--- src/rtl/spi_slave_mode0_if.sv ---
// spi_slave_mode0_if: SPI pins and tx/rx byte streams of spi_slave_mode0.
//   sclk, cs_n, mosi          : SPI inputs from the master (asynchronous to clk)
//   miso, miso_oe             : SPI data to the master and its output enable
//   tx_data, tx_valid, tx_ready : next byte to transmit, valid/ready handshake
//   rx_data, rx_valid         : last received byte, one-clk update strobe
//   busy                      : slave is selected
//   tx_underrun               : sticky "empty at byte start" flag, only with SPI_SLAVE_UNDERRUN_EN
interface spi_slave_mode0_if;
    logic       sclk;
    logic       cs_n;
    logic       mosi;
    logic       miso;
    logic       miso_oe;
    logic [7:0] tx_data;
    logic       tx_valid;
    logic       tx_ready;
    logic [7:0] rx_data;
    logic       rx_valid;
    logic       busy;
`ifdef SPI_SLAVE_UNDERRUN_EN
    logic       tx_underrun;
    modport slave (
        input  sclk, cs_n, mosi, tx_data, tx_valid,
        output miso, miso_oe, tx_ready, rx_data, rx_valid, busy, tx_underrun
    );
    modport master (
        output sclk, cs_n, mosi, tx_data, tx_valid,
        input  miso, miso_oe, tx_ready, rx_data, rx_valid, busy, tx_underrun
    );
`else
    modport slave (
        input  sclk, cs_n, mosi, tx_data, tx_valid,
        output miso, miso_oe, tx_ready, rx_data, rx_valid, busy
    );
    modport master (
        output sclk, cs_n, mosi, tx_data, tx_valid,
        input  miso, miso_oe, tx_ready, rx_data, rx_valid, busy
    );
`endif
endinterface

--- src/rtl/spi_slave_mode0.sv ---
// spi_slave_mode0: 8-bit SPI mode-0 slave with a one-byte tx holding register.
//   clk   : system clock, all state on its rising edge
//   rst_n : asynchronous active-low reset
//   bus   : spi_slave_mode0_if.slave (SPI pins, tx handshake, rx strobe, busy)
//   Define SPI_SLAVE_UNDERRUN_EN to add the sticky bus.tx_underrun flag.
module spi_slave_mode0 (
    input  logic              clk,
    input  logic              rst_n,
    spi_slave_mode0_if.slave  bus
);
    typedef enum logic {IDLE, ACTIVE} state_t;
    state_t     state_q, state_d;
    logic [1:0] sclk_sync, cs_sync, mosi_sync;
    logic       sclk_d, cs_d;
    logic       sclk_rise, sclk_fall, cs_rise, cs_fall;
    logic       active, byte_start, accept;
    logic [7:0] hold_data, tx_shift, rx_data_q;
    logic [6:0] rx_shift;
    logic       hold_full, rx_valid_q;
    logic [2:0] bit_cnt;

    assign sclk_rise = sclk_sync[1] & ~sclk_d;
    assign sclk_fall = ~sclk_sync[1] & sclk_d;
    assign cs_rise   = cs_sync[1] & ~cs_d;
    assign cs_fall   = ~cs_sync[1] & cs_d;

    always_ff @(posedge clk or negedge rst_n)
        if (!rst_n) begin
            sclk_sync <= 2'b00;
            cs_sync   <= 2'b11;
            mosi_sync <= 2'b00;
            sclk_d    <= 1'b0;
            cs_d      <= 1'b1;
        end else begin
            sclk_sync <= {sclk_sync[0], bus.sclk};
            cs_sync   <= {cs_sync[0], bus.cs_n};
            mosi_sync <= {mosi_sync[0], bus.mosi};
            sclk_d    <= sclk_sync[1];
            cs_d      <= cs_sync[1];
        end

    always_ff @(posedge clk or negedge rst_n)
        if (!rst_n)
            state_q <= IDLE;
        else
            state_q <= state_d;

    // A byte starts on selection, or on the falling edge that closes a full
    // byte (bit counter already wrapped); a deselect in the same cycle wins.
    always_comb begin
        active     = (state_q == ACTIVE);
        state_d    = active ? (cs_rise ? IDLE : ACTIVE) : (cs_fall ? ACTIVE : IDLE);
        byte_start = active ? (sclk_fall & ~cs_rise & (bit_cnt == 3'd0)) : cs_fall;
        accept     = bus.tx_valid & ~hold_full;
    end

    // A byte accepted in the load cycle stays held: the load uses the old contents.
    always_ff @(posedge clk or negedge rst_n)
        if (!rst_n) begin
            hold_data  <= 8'h00;
            hold_full  <= 1'b0;
            tx_shift   <= 8'h00;
            rx_shift   <= 7'h00;
            bit_cnt    <= 3'd0;
            rx_data_q  <= 8'h00;
            rx_valid_q <= 1'b0;
        end else begin
            rx_valid_q <= 1'b0;
            if (accept)
                hold_data <= bus.tx_data;
            hold_full <= accept | (hold_full & ~byte_start);
            if (byte_start)
                tx_shift <= hold_full ? hold_data : 8'h00;
            else if (active && sclk_fall)
                tx_shift <= {tx_shift[6:0], 1'b0};
            if (active && cs_rise)
                bit_cnt <= 3'd0;
            else if (active && sclk_rise) begin
                rx_shift <= {rx_shift[5:0], mosi_sync[1]};
                bit_cnt  <= bit_cnt + 3'd1;
                if (bit_cnt == 3'd7) begin
                    rx_data_q  <= {rx_shift, mosi_sync[1]};
                    rx_valid_q <= 1'b1;
                end
            end
        end

    assign bus.miso     = active & tx_shift[7];
    assign bus.miso_oe  = active;
    assign bus.busy     = active;
    assign bus.tx_ready = ~hold_full;
    assign bus.rx_data  = rx_data_q;
    assign bus.rx_valid = rx_valid_q;

`ifdef SPI_SLAVE_UNDERRUN_EN
    // Setting wins over clearing so an empty load at selection is still flagged.
    logic underrun_q;
    always_ff @(posedge clk or negedge rst_n)
        if (!rst_n)
            underrun_q <= 1'b0;
        else if (byte_start && !hold_full)
            underrun_q <= 1'b1;
        else if (!active && cs_fall)
            underrun_q <= 1'b0;
    assign bus.tx_underrun = underrun_q;
`endif
endmodule
--- src/flat_wrapper.sv ---
// flat-port wrapper written by rule: the top's interface ports become plain ports
module spi_slave_mode0_flat 
  (clk, rst_n, bus_sclk, bus_cs_n, bus_mosi, bus_tx_data, bus_tx_valid, bus_miso, bus_miso_oe, bus_tx_ready, bus_rx_data, bus_rx_valid, bus_busy);
  spi_slave_mode0_if bus_i ();
  input  logic clk;
  input  logic rst_n;
  input wire logic [$bits(bus_i.sclk)-1:0] bus_sclk;
  input wire logic [$bits(bus_i.cs_n)-1:0] bus_cs_n;
  input wire logic [$bits(bus_i.mosi)-1:0] bus_mosi;
  input wire logic [$bits(bus_i.tx_data)-1:0] bus_tx_data;
  input wire logic [$bits(bus_i.tx_valid)-1:0] bus_tx_valid;
  output wire logic [$bits(bus_i.miso)-1:0] bus_miso;
  output wire logic [$bits(bus_i.miso_oe)-1:0] bus_miso_oe;
  output wire logic [$bits(bus_i.tx_ready)-1:0] bus_tx_ready;
  output wire logic [$bits(bus_i.rx_data)-1:0] bus_rx_data;
  output wire logic [$bits(bus_i.rx_valid)-1:0] bus_rx_valid;
  output wire logic [$bits(bus_i.busy)-1:0] bus_busy;
  assign bus_i.sclk = bus_sclk;
  assign bus_i.cs_n = bus_cs_n;
  assign bus_i.mosi = bus_mosi;
  assign bus_i.tx_data = bus_tx_data;
  assign bus_i.tx_valid = bus_tx_valid;
  assign bus_miso = bus_i.miso;
  assign bus_miso_oe = bus_i.miso_oe;
  assign bus_tx_ready = bus_i.tx_ready;
  assign bus_rx_data = bus_i.rx_data;
  assign bus_rx_valid = bus_i.rx_valid;
  assign bus_busy = bus_i.busy;
  spi_slave_mode0 u_core (.clk(clk), .rst_n(rst_n), .bus(bus_i));
endmodule
--- config.mk ---
export PLATFORM = sky130hd
export DESIGN_NAME = spi_slave_mode0_flat
export DESIGN_NICKNAME = d
export VERILOG_FILES = /design/src/rtl/spi_slave_mode0_if.sv /design/src/rtl/spi_slave_mode0.sv /design/src/flat_wrapper.sv
export SDC_FILE = /design/constraint.sdc
export NUM_CORES = 1
export LEC_CHECK = 0
export ABC_AREA = 0
export CORE_MARGIN = 2
export CORE_UTILIZATION = 50
export CTS_BUF_LIST = sky130_fd_sc_hd__clkbuf_8
export DETAILED_ROUTE_END_ITERATION = 8
export GPL_ROUTABILITY_DRIVEN = 0
export PLACE_DENSITY = 0.74
export SYNTH_ARGS = -nofsm -noshare
export SYNTH_HDL_FRONTEND = slang
export SYNTH_SLANG_ARGS = --single-unit
--- constraint.sdc ---
create_clock -name clk -period 2.8 [get_ports clk]
set_clock_uncertainty 0.2 [all_clocks]
set_input_delay 0.56 -clock clk [delete_from_list [all_inputs] [get_ports clk]]
set_output_delay 0.56 -clock clk [all_outputs]
set_load 0.05 [all_outputs]
==> metrics.csv <==
stage;metric;value;unit
clocking;clk_pin_slew;80;ps
synthesis;synth_largest_area_cell;dfrtp_1;
global_route;grt_pass1_wl;5.60;mm
min_path;hold_start;u_core.mosi_sync[0];
setup_path;reg2reg_depth;6;
synthesis;yosys_warnings;0;
timing;fin_crit;2510;ps
pwr;p_per_area;780;mW/mm^2
min_path;hold_end;u_core.mosi_sync[1];
synthesis;syn_area;0.00191;mm^2
synthesis;yosysMostFrequentCell;dfrtp_1;
pwr;p_leak;1.04;nW
clocking;postCtsSetupBuffers;0;
setup_path;end_kind;primary output;
placed_design;post_dp_cell_area;0.00215;mm^2
floorplanning;core_region_area;0.00366;mm^2
synthesis;synth-seq-cells;45;
min_path;worstHoldPathCells;0;
clocking;cts_root_buffer;clkbuf_8;
timing;finalMaxSlewViolations;0;
setup_path;path_class;reg -> out;
synthesis;syn-instance-count;155;
pwr;ir_drop;0.450;mV
floorplanning;start_util;0.522;
synthesis;synth_area_per_cell;12.3;um^2
drt;drc_errors;0;
global_route;grt_pass1_vias;1208;
synthesis;synth_top_cell_area_share;0.550;
timing;timing.fmax;398;MHz
drt;via_per_inst;5.25;
clocking;cts_buffers;5;
pwr;total_power;0.00175;W
drt;dr.pass1.iters;4;
global_route;antenna_found_initial;0;
global_route;gr-total-overflow;0;
floorplanning;pin_count;27;
placed_design;dp_slack;601;ps
cells_and_area;postLayoutCoreUtil;0.613;
floorplanning;die_area;0.00433;mm^2
synthesis;synthesis.nets;172;
global_route;grt_usage;0.177;
drt;drtAntennaViolNets;0;
placed_design;port_buffers;26;
clocking;cts_tree;yes;
timing;hold_violations;0;
clocking;cts_max_level;2;
flow_run;maxCapViolCount;0;
min_path;min_path_type;reg -> reg;
timing;setup_ws;290;ps
cells_and_area;nets;198;
synthesis;synth_edf_count;0;
clocking;insertion_delay;290;ps
cells_and_area;final_area;0.00224;mm^2
placed_design;hpwlAfterDp;2.30;mm
timing;fin_setup_tns;0;ps
synthesis;yosysUniqueCellTypes;31;
clocking;postCtsHoldBufs;0;
setup_path;r2r-end;u_core.hold_full;
clocking;clkSinkCount;45;
outcome;status;finished, final reports clean;
cells_and_area;n_antenna_cell;0;
setup_path;r2r_slack;810;ps
timing;slew-limit-headroom;0.353;
setup_path;cp.arrival;1750;ps
floorplanning;num_rows;22;
drt;routed_wl;3.19;mm
timing;finalSetupViolations;0;
setup_path;cp.required;2040;ps
drt;vias;1207;
global_route;grt_max_degree;46;
timing;period_share;0.896;
timing;rsz0062_at_grt;no;
floorplanning;die_w;65.8;um
synthesis;synth_area_leaders;dfrtp_1 55%, mux2_4 6.3%, mux2_2 4.7%;
timing;worstMarginPinSlew;970;ps
clocking;clockBufferDepth;2;
cells_and_area;area_growth;17.5;%
synthesis;synthTopCellsByCount;42 x dfrtp_1, 23 x nand2_1, 9 x nand3_1, 9 x nor2_1;
floorplanning;die_h;65.8;um
clocking;cts_resized;0;
synthesis;ys_seq_area_frac;0.592;
drt;wl_per_cell;13.9;um
synthesis;async_flop_share;1.00;
setup_path;startpoint_type;register;
drt;drtIter0Drc;50;
synthesis;synth-main-ff-cell;dfrtp_1;
setup_path;worstReg2RegStart;u_core.bit_cnt[0];
cells_and_area;layout-drive-gt1-share;0.181;
setup_path;critPathMaxFanout;10;
==> logic make-up (layout without fill, tap and decap cells) <==
logic type | count (synthesis) | count (layout) | share of synthesized area
AOI/OAI and AO/OA | 24 | 24 | 0.0872
adders and majority gates | 4 | 4 | 0.0249
buffers and inverters | 14 | 41 | 0.0531
DFF | 45 | 45 | 0.592
muxes | 16 | 16 | 0.110
and+or+nand+nor | 52 | 52 | 0.133
==> where the power goes <==
group	leakage, nW	total (W)	internal, W	switching, W
Clock	0.0538	0.000394	0.000194	0.000200
Sequential	0.558	0.000934	0.000811	0.000123
Combinational	0.431	0.000422	0.000200	0.000222
Total	1.04	0.00175	0.00120	0.000545
==> worst max path at each step <==
stage                          startpoint  endpoint  slack, ps  depth (start not counted)
final                     u_core.bus.busy  bus_miso        290                          2
after global routing      u_core.bus.busy  bus_miso        220                          2
after CTS                 u_core.bus.busy  bus_miso        270                          2
after detailed placement  u_core.bus.busy  bus_miso        600                          2
after global placement    u_core.bus.busy  bus_miso        630                          2
after floorplan           u_core.bus.busy  bus_miso        660                          2
==> per-stage QoR <==
step / std cells / hold WS [ps]
finish: 230 / 152
CTS: 230 / 157
global placement: 222 / 133
global route: 230 / 158
detailed placement: 222 / 137
floorplan: 155 / 64.4
==> placed cells by master, fill, tap and decap left out, types with 2 or more instances in the layout <==
cell type,synthesis,routed
dfrtp_1,42,42
clkdlybuf4s50_1,0,25
nand2_1,23,23
nor2_1,9,9
nand3_1,9,9
inv_1,6,8
mux2_4,8,8
mux2_2,8,8
o211ai_1,7,7
a31oi_1,7,7
clkbuf_8,0,6
o21ai_0,3,3
ha_1,3,3
dfstp_2,3,3
nor2b_1,2,2
and2_1,2,2
nand2b_1,2,2
and2b_2,2,2
a22o_2,2,2
==> registers in the layout (all words and copies together) (netlist names), 2 cells and up <==
name,flops
u_core.bit_cnt,3
u_core.bus.rx_data,8
u_core.cs_sync,2
u_core.hold_data,8
u_core.mosi_sync,2
u_core.rx_shift,7
u_core.sclk_sync,2
u_core.tx_shift,8
==> metal layers <==
metal	up-vias	part of all wire	track usage
met5	-	0	0
met4	0	0.016	0.0703
met3	5	0.059	0.0613
met2	36	0.51	0.294
met1	587	0.41	0.211
li1	579	-	-
==> critical path: stages, from the launching register on <==
cell             delay, ps
dfrtp_1                500
and2_1                 170
clkdlybuf4s50_1        790
==> final cells by class <==
| class | count | area (um^2) |
|---|---|---|
| clock buffer | 6 | 82.6 |
| clock inverter | 2 | 7.51 |
| fill | 297 | 1420 |
| inverter | 6 | 22.5 |
| multi-input combinational | 96 | 678 |
| sequential | 45 | 1130 |
| tap | 48 | 60.1 |
| timing repair buffer | 27 | 263 |
Power figures use the tool's default switching activity.
